$ cat src/rtl/aes_round_sequencer.sv
// Control sequencer for the column-serial AES-128 encryption datapath.
// Steps the shared column datapath through the initial AddRoundKey and all cipher rounds.
module aes_round_sequencer #(
   parameter int NUM_ROUNDS       = 10,
   parameter int CYCLES_PER_ROUND = 4
) (
   input  logic       clk,
   input  logic       rst,
   input  logic       in_valid,
   output logic       in_ready,
   output logic       out_valid,
   input  logic       out_ready,
   output logic       load_en,
   output logic       state_we,
   output logic [1:0] col_sel,
   output logic [3:0] round,
   output logic       key_step,
   output logic [7:0] rcon,
   output logic       sb_en,
   output logic       mc_bypass,
   output logic       busy,
   output logic       done
);

   generate
      if (NUM_ROUNDS < 1 || NUM_ROUNDS > 10) begin : g_bad_num_rounds
         $fatal(1, "aes_round_sequencer: NUM_ROUNDS must be in 1..10");
      end
      if (CYCLES_PER_ROUND != 2 && CYCLES_PER_ROUND != 4) begin : g_bad_cpr
         $fatal(1, "aes_round_sequencer: CYCLES_PER_ROUND must be 2 or 4");
      end
   endgenerate

   typedef enum logic [2:0] {
      IDLE,
      LOAD,
      ARK0,
      ROUND,
      HOLD
   } state_e;

   localparam logic [1:0] LAST_COL   = 2'(CYCLES_PER_ROUND - 1);
   localparam logic [3:0] LAST_ROUND = 4'(NUM_ROUNDS);
   localparam logic [7:0] RCON_INIT  = 8'h01;

   state_e     state_q, state_d;
   logic [1:0] col_q, col_d;
   logic [3:0] round_q, round_d;
   logic [7:0] rcon_q, rcon_d;
   logic       done_q, done_d;

   // GF(2^8) doubling: next round constant from the current one.
   function automatic logic [7:0] xtime(input logic [7:0] b);
      return {b[6:0], 1'b0} ^ (b[7] ? 8'h1B : 8'h00);
   endfunction

   always_ff @(posedge clk) begin
      if (rst) begin
         state_q <= IDLE;
         col_q   <= 2'd0;
         round_q <= 4'd0;
         rcon_q  <= RCON_INIT;
         done_q  <= 1'b0;
      end else begin
         state_q <= state_d;
         col_q   <= col_d;
         round_q <= round_d;
         rcon_q  <= rcon_d;
         done_q  <= done_d;
      end
   end

   always_comb begin
      state_d = state_q;
      col_d   = col_q;
      round_d = round_q;
      rcon_d  = rcon_q;
      done_d  = 1'b0;
      case (state_q)
         IDLE: begin
            if (in_valid) begin
               state_d = LOAD;
            end
         end
         LOAD: begin
            state_d = ARK0;
            col_d   = 2'd0;
            round_d = 4'd0;
         end
         ARK0: begin
            if (col_q == LAST_COL) begin
               state_d = ROUND;
               round_d = 4'd1;
               col_d   = 2'd0;
            end else begin
               col_d = col_q + 2'd1;
            end
         end
         ROUND: begin
            if (col_q == LAST_COL) begin
               if (round_q < LAST_ROUND) begin
                  round_d = round_q + 4'd1;
                  col_d   = 2'd0;
                  rcon_d  = xtime(rcon_q);
               end else begin
                  state_d = HOLD;
               end
            end else begin
               col_d = col_q + 2'd1;
            end
         end
         HOLD: begin
            if (out_ready) begin
               state_d = IDLE;
               round_d = 4'd0;
               col_d   = 2'd0;
               rcon_d  = RCON_INIT;
               done_d  = 1'b1;
            end
         end
         default: begin
            state_d = IDLE;
         end
      endcase
   end

   // Everything is forced low while reset is held, even before the state register settles.
   always_comb begin
      in_ready  = 1'b0;
      out_valid = 1'b0;
      load_en   = 1'b0;
      state_we  = 1'b0;
      col_sel   = 2'd0;
      round     = 4'd0;
      key_step  = 1'b0;
      rcon      = 8'h00;
      sb_en     = 1'b0;
      mc_bypass = 1'b0;
      busy      = 1'b0;
      done      = 1'b0;
      if (!rst) begin
         col_sel = col_q;
         round   = round_q;
         done    = done_q;
         case (state_q)
            IDLE: begin
               in_ready = 1'b1;
            end
            LOAD: begin
               load_en = 1'b1;
               busy    = 1'b1;
            end
            ARK0: begin
               state_we = 1'b1;
               busy     = 1'b1;
            end
            ROUND: begin
               state_we  = 1'b1;
               sb_en     = 1'b1;
               busy      = 1'b1;
               key_step  = (col_q == 2'd0);
               rcon      = (col_q == 2'd0) ? rcon_q : 8'h00;
               mc_bypass = (round_q == LAST_ROUND);
            end
            HOLD: begin
               out_valid = 1'b1;
               busy      = 1'b1;
            end
            default: begin
               busy = 1'b0;
            end
         endcase
      end
   end

endmodule

$ cat config.mk
export PLATFORM = sky130hd
export DESIGN_NAME = aes_round_sequencer
export DESIGN_NICKNAME = d
export VERILOG_FILES = /design/src/rtl/aes_round_sequencer.sv
export SDC_FILE = /design/constraint.sdc
export NUM_CORES = 1
export LEC_CHECK = 0
export CORE_ASPECT_RATIO = 1.1
export CORE_MARGIN = 1.5
export CORE_UTILIZATION = 30
export CTS_CLUSTER_SIZE = 30
export DETAILED_ROUTE_END_ITERATION = 6
export PLACE_DENSITY = 0.62
export SLEW_MARGIN = 10
export SYNTH_ARGS = -nofsm -noshare
export SYNTH_HDL_FRONTEND = slang
export SYNTH_SLANG_ARGS = --single-unit
$ cat constraint.sdc
create_clock -name clk -period 1.5 [get_ports clk]
set_input_delay 0.3 -clock clk [delete_from_list [all_inputs] [get_ports clk]]
set_output_delay 0.3 -clock clk [all_outputs]
set_load 0.005 [all_outputs]
---- Word-level counts from Yosys, hierarchy flattened ----
Cells that the tools add are included.
W data, S select, Z words.
cells by class
  $add $sub $neg .......................... 2
  magnitude comparators ................... 1
  eq/ne operators ......................... 13
  mux-type cells .......................... 44
  bitwise operators ....................... 2
  reduce and logical (&&, ||, !) cells .... 11
operator list
  operator               count
  $mux W8                6
  $mux W4                5
  $mux W1                18
  $pmux W4 S4            1
  $pmux W8 S2            1
  $mux W3                5
  $pmux W3 S5            1
  $ne A2 B2 Y1 const B   6
  $mux W2                5
  $reduce_and A5 Y1      2
  $pmux W2 S4            1
  $xor A8 B5 Y8          1
  $eq A3 B2 Y1 const B   2
  $mux W5                1
  $add A4 B1 Y4 const B  1
  $eq A4 B4 Y1 const B   1
  $lt A4 B4 Y1 const B   1
  $reduce_and A4 Y1      1
  $reduce_bool A4 Y1     1
  $reduce_or A2 Y1       2
  $reduce_or A4 Y1       1
  $eq A3 B1 Y1 const B   1
  $eq A3 B3 Y1 const B   1
  $logic_not A3 Y1       1
  other kinds (7)        7
word-level totals
  bits in registers ....................... 18
  bits of input ports ..................... 4
  logic and storage cells ................. 78

---- Depth between registers and ports, before layout ----
  depth after elaboration ................. 5
  gate-level depth with buffers ........... 7

---- Least setup slack after synthesis ----
Ideal clock, no wire load.
  kind .................................... input port to output port
  from .................................... input rst
  to ...................................... output rcon[0]
  arrival ................................. 1.130 ns
  data required time ...................... 1.200 ns
  slack ................................... 0.070 ns
  cell stages on the path ................. 7
  path buffers ............................ 2
  cell sequence ........................... buf_2 nor2_1 and2_1 buf_2 nand2_1 inv_2 and3_1
between the ends
  longest elaborated chain between the ends .. 1
ends and longest elaborated chain
  what                line  text
  start: declaration  8     input logic rst,
  $mux W8             141   if (!rst) begin
  end: declaration    18    output logic [7:0] rcon,
No other way between the ends.

---- Worst setup path in the final report ----
  from .................................... register state_q[2]
  to ...................................... output rcon[6]
between the ends
  longest elaborated chain between the ends .. 3
ends and longest elaborated chain
  what                      line  text
  start: declaration        46    state_e state_q, state_d;
  start signal: assignment  65    state_q <= state_d;
  $eq A3 B2 Y1              145   case (state_q)
  $mux W8                   145
  $mux W8                   141
No other way between the ends.

==> flow_results.org <==
** Status
- The flow ran to the end, but the final reports show violations.
- The final reports fail on setup timing.

** Synthesis
- Sequential area share after synthesis :: 32.9%
- In the synthesized netlist the dominant register cell turns out to be sky130_fd_sc_hd__dfxtp_1.
- Area fraction of the dominant cell type after synthesis :: 32.9%
- Yosys attributes the largest share of cell area to sky130_fd_sc_hd__dfxtp_1 (33%), sky130_fd_sc_hd__nand2b_1 (5.7%), sky130_fd_sc_hd__nor2_1 (5.5%).
- A synthesized cell averages 8.05 sq um.
- Leading area contributor after synthesis :: sky130_fd_sc_hd__dfxtp_1
- Synthesis produced a netlist with a net count of 144.
- In this run the cell area of the synthesized design comes to 1090 sq um.
- Counting flops and latches in the post-synthesis netlist gives 18.
- For this run, the number of Yosys warnings is 0.
- Number of enable flip-flop cells after synthesis :: 0
- Cell variety after synth :: 39
- For this run, asynchronously set or reset flops after synthesis account for 0%.
- Syn Inst Count :: 136

** Detailed routing
- For this run, the detailed router's first-pass iteration total came to 4.
- Number of DRC markers after the initial detailed-route iteration :: 47
- Total detailed-routing wirelength :: 3850 um
- In the routed layout, each cell is associated on average with a via count of 4.92.
- Total DRC errors in the routed layout :: 0
- Vias :: 1264
- Post-detailed-route wirelength per cell :: 15.0 um
- Number of nets with antenna violations after routing :: 0

** Critical path
- The critical path goes through nor2_2 > and2_4 > nand2_8 > clkinvlp_4 > buf_6 > and3_4 > buf_6.
- Critical Path RT :: 1200 ps
- On the critical path, the stage with the largest delay is an instance of sky130_fd_sc_hd__dfxtp_2.
- The worst setup path is captured at an output port.
- In this design, the stage delay of the slowest critical-path cell is 370 ps.
- Of all nets on the critical path, the largest fanout is 4.
- Worst path most repeated cell :: sky130_fd_sc_hd__buf_6
- Type of the worst setup path :: reg -> out
- Worst path arrival time :: 1460 ps
- Kind of start point of the critical path :: flip-flop

** CTS
- Clock transition at the registers of the reported paths :: 120 ps
- No sink is reached through more buffers than the 2 on the longest clock path.
- The number of hold buffers added after CTS was 0.
- Number of sinks handled by clock tree synthesis :: 18
- The later pin in the worst-skew pair is clocked with a latency of 300 ps.
- In this run the number of H-tree levels came out at 1.
- Root Buffer Master :: sky130_fd_sc_hd__clkbuf_4
- TritonCTS built the clock tree.
- The number of clock buffers added by TritonCTS is 3.

** GRT
- Number of antenna violations at the first check in global routing :: 0
- Across every metal layer, demand over resource in global routing totals 19.5%.
- Grt total ovfl :: 0
- The first global-routing pass estimated 5950 um of wire.
- Entering global routing, the biggest net connects 17 pins.
- The via count of the first global-routing pass is 1288.

** Place
- DP HPWL :: 2180 um
- Routability-driven placement finished with a final weighted congestion of 0.845.
- Count of buffers inserted at the top-level ports :: 26
- Inst Count DP :: 229
- The placed instances occupy a cell area of 1590 sq um.

** Pwr
- Portion of total power attributed to the clock network :: 29.2%
- Of the total power, the share spent switching nets is 27.2%.
- For this design the ratio of total power to cell area is 503 nW/um^2.
- Summed over all nets, the switching power comes to 0.289 mW.
- Reg power frac :: 46.2%
- Internal power summed over all cells :: 0.775 mW
- The analysis attributes to cell leakage a power of 0.930 nW.
- Post-layout power :: 1.06 mW
- In this run, the combinational gates consume 24.6% of the power.
- VDD sags by at most 232 uV.

** Layout
- In the final layout, the multi-input gates occupy 897 sq um.
- Of the cells placed in the final design, the portion with a size suffix greater than 1 is 58.4%.
- Count of placed standard cells in the final layout, fillers left out :: 257
- Fin area :: 2110 sq um
- Growth of design area from synthesis to finish :: 93.1%
- In the final layout, flip-flops and latches occupy 375 sq um.
- Total of fill cells in the finished design :: 296
- The final layout contains 218 nets.
- The repair_antennas step left the layout with diodes totalling 0.

** STA
- Max Fclk :: 568 MHz
- Minimum clock period :: 1760 ps
- Of the available clock period, the critical path in the final layout requires 117%.
- Setup repair after global routing could not meet its margin everywhere.
- Final WS setup :: -261 ps
- Slew HR :: 81.0%
- Max-slew violation total from the final report :: 0
- Transition at the pin with the smallest max-transition slack :: 284 ps
- The number of hold violations in the final report was 0.
- Setup violations remaining at the end of the flow were counted as 30.
- Clock tree skew after final layout :: 18.9 ps

** Floorplanning
- Die Wd :: 60.6 um
- From bottom edge to top edge, the die measures 66.4 um.
- Rows :: 22
- Core area :: 3410 sq um
- For this configuration, the core starts out at a cell density of 32.1%.
- For this design the top-level I/O count stands at 27.
- The die covers 4020 sq um.

** Flow run
- The tool flagged a number of max-cap violations equal to 0.

** Worst hold path
- Type of the most critical hold path :: in -> reg
## layout by cell type (no fill, tap or decap), types with 5 or more instances in the layout
cell	count
sky130_fd_sc_hd__nand3_2	7
sky130_fd_sc_hd__and3_1	5
sky130_fd_sc_hd__inv_1	6
sky130_fd_sc_hd__dfxtp_1	10
sky130_fd_sc_hd__buf_4	34
sky130_fd_sc_hd__buf_2	10
sky130_fd_sc_hd__nand2b_1	9
sky130_fd_sc_hd__o21ai_1	7
sky130_fd_sc_hd__dfxtp_2	6
sky130_fd_sc_hd__dlygate4sd2_1	5
sky130_fd_sc_hd__nor2_1	10
sky130_fd_sc_hd__buf_6	22
## registers in the layout (all words and copies together) (netlist names)
signal	count
done_q	1
round_q	4
state_q	3
col_q	2
rcon_q	8
## cells by family after synthesis
group	Yosys count	synth area share [%]
AOI/OAI and AO/OA	26	18.2
xor gates and xnor gates	3	2.40
adders and majority gates	4	4.57
buffers and inverters	17	7.66
DFF	18	32.9
muxes	1	1.03
and+or+nand+nor	67	33.3
## critical path, delay by kind of cell, from the launching register on
family | cells | cell delay (ps)
simple gates | 4 | 480
flops | 1 | 370
buf+inv | 3 | 310
## synthesized netlist by cell type, types with 2 or more instances
library cell,instances
sky130_fd_sc_hd__and2_1,3
sky130_fd_sc_hd__and3_1,9
sky130_fd_sc_hd__buf_2,4
sky130_fd_sc_hd__buf_4,2
sky130_fd_sc_hd__clkbuf_1,2
sky130_fd_sc_hd__dfxtp_1,18
sky130_fd_sc_hd__ha_1,4
sky130_fd_sc_hd__inv_1,6
sky130_fd_sc_hd__nand2_1,5
sky130_fd_sc_hd__nand2b_1,10
sky130_fd_sc_hd__nand3_1,11
sky130_fd_sc_hd__nor2_1,16
sky130_fd_sc_hd__nor2b_1,3
sky130_fd_sc_hd__nor3_1,4
sky130_fd_sc_hd__nor4_1,2
sky130_fd_sc_hd__o21ai_0,9
sky130_fd_sc_hd__o21ai_1,2
sky130_fd_sc_hd__o22a_1,2
sky130_fd_sc_hd__o2bb2ai_2,2
sky130_fd_sc_hd__xor2_1,3
## metrics by stage
stage	hold slack, ps	utilization (%)	setup TNS, ps	worst slack [ps]
final	353	62.0	-4010	-261
after floorplan	422	-	0	69.8
after global routing	365	62.0	-5740	-310
after global placement	465	46.5	-12850	-650
after CTS	358	58.2	-3640	-235
after detailed placement	479	46.5	-14030	-718
## power by group through the flow
stage	logic, mW	registers [mW]	clock network [mW]
final	0.262	0.491	0.311
after CTS	0.233	0.489	0.301
after detailed placement	0.164	0.502	0
after global placement	0.161	0.502	0
after global routing	0.279	0.492	0.332
after floorplan	0.0771	0.502	0
## path summary, 6_finish.rpt
check | to | slack, ps | cells after the start | start
max | rcon[6] | -260 | 7 | state_q[2]$_SDFFE_PP0P_
min | state_q[0]$_SDFFE_PP0P_ | 350 | 3 | rst
max reg2reg | round_q[0]$_SDFFE_PP0P_ | -160 | 8 | state_q[2]$_SDFFE_PP0P_
min reg2reg | rcon_q[7]$_SDFFE_PP0P_ | 490 | 2 | rcon_q[6]$_SDFFE_PP0P_
## layer usage
layer  up-vias  global-route usage [%]  routed length (um)
met4         0                    3.53                  34
li1        622                       -                   -
met2        40                    37.1                2110
met1       598                    22.4                1560
met5         -                       0                   0
met3         4                    2.74                 142
## repair_timing
item	CTS	global route
gates resized for setup	143	26
setup endpoints to repair	28	33
pin swaps	11	9
setup buffers	20	6
gates cloned	2	0
## layout make-up
cell class | count | area share (%)
repair buffers | 78 | 33.6
repair inverters | 1 | 0.355
multi-input cells | 101 | 42.4
clock buffers | 4 | 1.72
flip-flops and latches | 18 | 17.8
well taps | 48 | 2.84
inverters | 7 | 1.36
Power figures use the tool's default switching activity.
==> edit: new RTL, same settings <==
The 5 states of `state_e` get a one-hot encoding in 5 bits.
--- a/src/rtl/aes_round_sequencer.sv
+++ b/src/rtl/aes_round_sequencer.sv
@@ -31,12 +31,12 @@
       end
    endgenerate
 
-   typedef enum logic [2:0] {
-      IDLE,
-      LOAD,
-      ARK0,
-      ROUND,
-      HOLD
+   typedef enum logic [4:0] {
+      IDLE  = 5'b00001,
+      LOAD  = 5'b00010,
+      ARK0  = 5'b00100,
+      ROUND = 5'b01000,
+      HOLD  = 5'b10000
    } state_e;
 
    localparam logic [1:0] LAST_COL   = 2'(CYCLES_PER_ROUND - 1);
Formal check against the unedited RTL: no difference found for any inputs over 10 cycles, from zero or initial values and one cycle with rst high; not proved beyond that.
==> edit against the unedited design <==
- routed wire length increased by 29%
- hold slack improved by 140 ps
- worst setup slack lost 120 ps
- final area up 21%
- via count grew 24%
- clock skew fell by 13 ps
- the run still ends with setup timing left
- synthesized area rose by 14%
- global-route usage grew 2.3 points
- sequential cell count grew 2
Power is not compared: it rests on default switching activity, and its combinational part moved more than twofold at a synthesized area within 25%.
==> edit: results (changes against the unedited design) <==
Global routing
  • Number of global-route vias before repair: 1619 (+26%)
  • M2 GR Usage: 40.39% (+3.3 points)
  • Met1 GRT Util: 25.42% (+3.0 points)
  • First-pass GRT wire length: 7.817 mm (+31%)
  • Global Route Usage Sum: 21.72% (+2.3 points)
  • Largest net degree at the start of global routing: 13 (-4)
  • Initial antenna violation count: 0 (unchanged)
  • GRT met3 Usage: 2.385% (-0.35 points)

Worst setup path
  • Worst-path fanout max: 7 (+3)
  • Worst Path Arrival: 1580 ps (+120 ps)
  • Reg2reg setup slack: -360 ps (-200 ps)
  • CP max stage delay: 420 ps (+50 ps)
  • Slowest cell on the critical path: dfxtp_4

Synth
  • Async SR Flop Fraction: 0% (unchanged)
  • Count of cell types in the netlist: 43 (+10%)
  • Top post-synthesis cells by area: dfxtp_1 32%, a21oi_1 5.2%, and3_1 4.5%
  • Gate count after technology mapping: 153 (+13%)
  • Top FF cell, synth: dfxtp_1
  • Syn nets: 161 (+12%)
  • Sequential fraction of the synthesis area: 32.00% (-0.91 points)
  • Synth top cells by count: 20 x dfxtp_1, 13 x a21oi_1, 13 x nand2_1, 13 x nor2_1

Clocking
  • H-tree depth: 1 (unchanged)
  • Skew-Pair Late Insertion Delay: 270 ps (-30 ps)
  • Clock Tree Buf Depth: 2 (unchanged)
  • Reg clk slew, reported paths: 80 ps (-40 ps)
  • Clock buffer count from CTS: 3 (unchanged)
  • Root buf cell: clkbuf_8

Outcome
  • Outcome: complete, but fails checks
  • Failing checks: setup timing

Die
  • Die area: 4568 um^2 (+14%)

Final layout
  • Share of cells above drive strength 1: 65.29% (+6.9 points)
  • Ant. Diodes: 0 (unchanged)
  • Fin nets: 251 (+15%)
  • Fill count: 310 (+4.7%)
  • Biggest regs: rcon_q: 8 flops, state_q: 5 flops, round_q: 4 flops
  • Cell Count, Final, Fillers Out: 294 (+14%)

Placement
  • Pre-CTS setup slack: -606.8 ps (+111.1 ps)
  • GP Congestion: 0.8651 (+2.4%)
  • Inst Count DP: 261 (+14%)
  • Dpl hpwl: 2.789 mm (+28%)

Route
  • Wirelength, routed: 4.959 mm (+29%)
  • DR vias/cell: 5.333 (+8.4%)
  • Initial DRC count: 69 (+47%)

Min path
  • Worst min path class: reg2reg

STA
  • Relative slew slack: 73.24% (-7.8 points)
  • Final worst setup slack: -377.3 ps (-116.6 ps)
  • Final setup fails: 34 (+13%)
  • Skew final: 5.658 ps (-13.29 ps)

Power
  • Pint: 1.392 mW
  • Pleak: 1.092 nW
  • Max VDD drop: 635.1 uV
## edit: changes by cell type after synthesis, sizes merged, moves of 3 or more
| cell | unedited run | this run |
|---|---|---|
| a21oi | 1 | 13 |
| nand2 | 5 | 13 |
| nand2b | 10 | 3 |
| o21ai | 11 | 4 |
| inv | 7 | 4 |
| nor2 | 16 | 13 |
| nor2b | 3 | 6 |
| nor4 | 2 | 5 |
| or2 | 0 | 3 |
## edit: kinds of logic (layout without fill, tap and decap cells)
group	after synthesis	in the layout	share of synthesized area, %
simple gates	78	78	36.60
compound gates	30	30	16.20
flops	20	20	32.00
buf+inv	13	102	5.400
xor+xnor	6	6	4.200
fa+ha+maj	4	4	4.000
mux	2	2	1.600
## edit: final cells by class
cell class              instances  area, um^2  share of cell area, %
well taps                      52       65.06                  2.553
flip-flops and latches         20       420.4                  16.49
multi-input cells             120        1169                  45.85
repair buffers                 94       808.3                  31.71
clock inverters                 1       30.03                  1.178
clock buffers                   3       41.29                  1.620
inverters                       4       15.01                 0.5891
## edit: worst max-delay path: cells and delay by family (launching register included)
kind	cells	cell delay, ps
flops	1	420
simple gates	4	590
buf+inv	3	300
## edit: repair_timing
action                                  CTS  global route
endpoints found under the setup margin   41            41
setup buffers                            24             6
gates resized for setup                 132            51
pin swaps                                24            23
endpoints found under the hold margin     0             0
## edit: metrics by stage
step           hold WS (ps)  TNS, ps  instance area (um^2)
2_1_floorplan         421.7   -28.44                  1321
3_3_place_gp          454.3   -15180                  1878
3_5_place_dp          464.5   -16180                  1878
4_1_cts               477.4    -7497                  2318
5_1_grt               498.0   -10540                  2549
6_report              489.3    -8001                  2549
## edit: path summary, 6_finish.rpt
kind | startpoint | endpoint | cells after the start
worst max-delay path | state_q[3] | rcon[6] | 7
worst min-delay path | rcon_q[4] | rcon_q[5] | 2
worst max register to register | state_q[3] | round_q[0] | 8
worst min register to register | rcon_q[4] | rcon_q[5] | 2
## edit: per-layer routing
layer,vias up,part of all wire (%)
li1,730,-
met2,65,52
met5,-,0
met4,0,4.3
met1,752,39
met3,21,4.4
## edit: power by group through the flow
stage / logic [mW] / clock network (mW) / registers, mW
2_1_floorplan: 0.261 / 0 / 0.591
3_3_place_gp: 0.488 / 0 / 0.601
3_5_place_dp: 0.503 / 0 / 0.602
4_1_cts: 0.729 / 0.566 / 0.596
5_1_grt: 0.884 / 0.590 / 0.601
6_report: 0.844 / 0.556 / 0.597
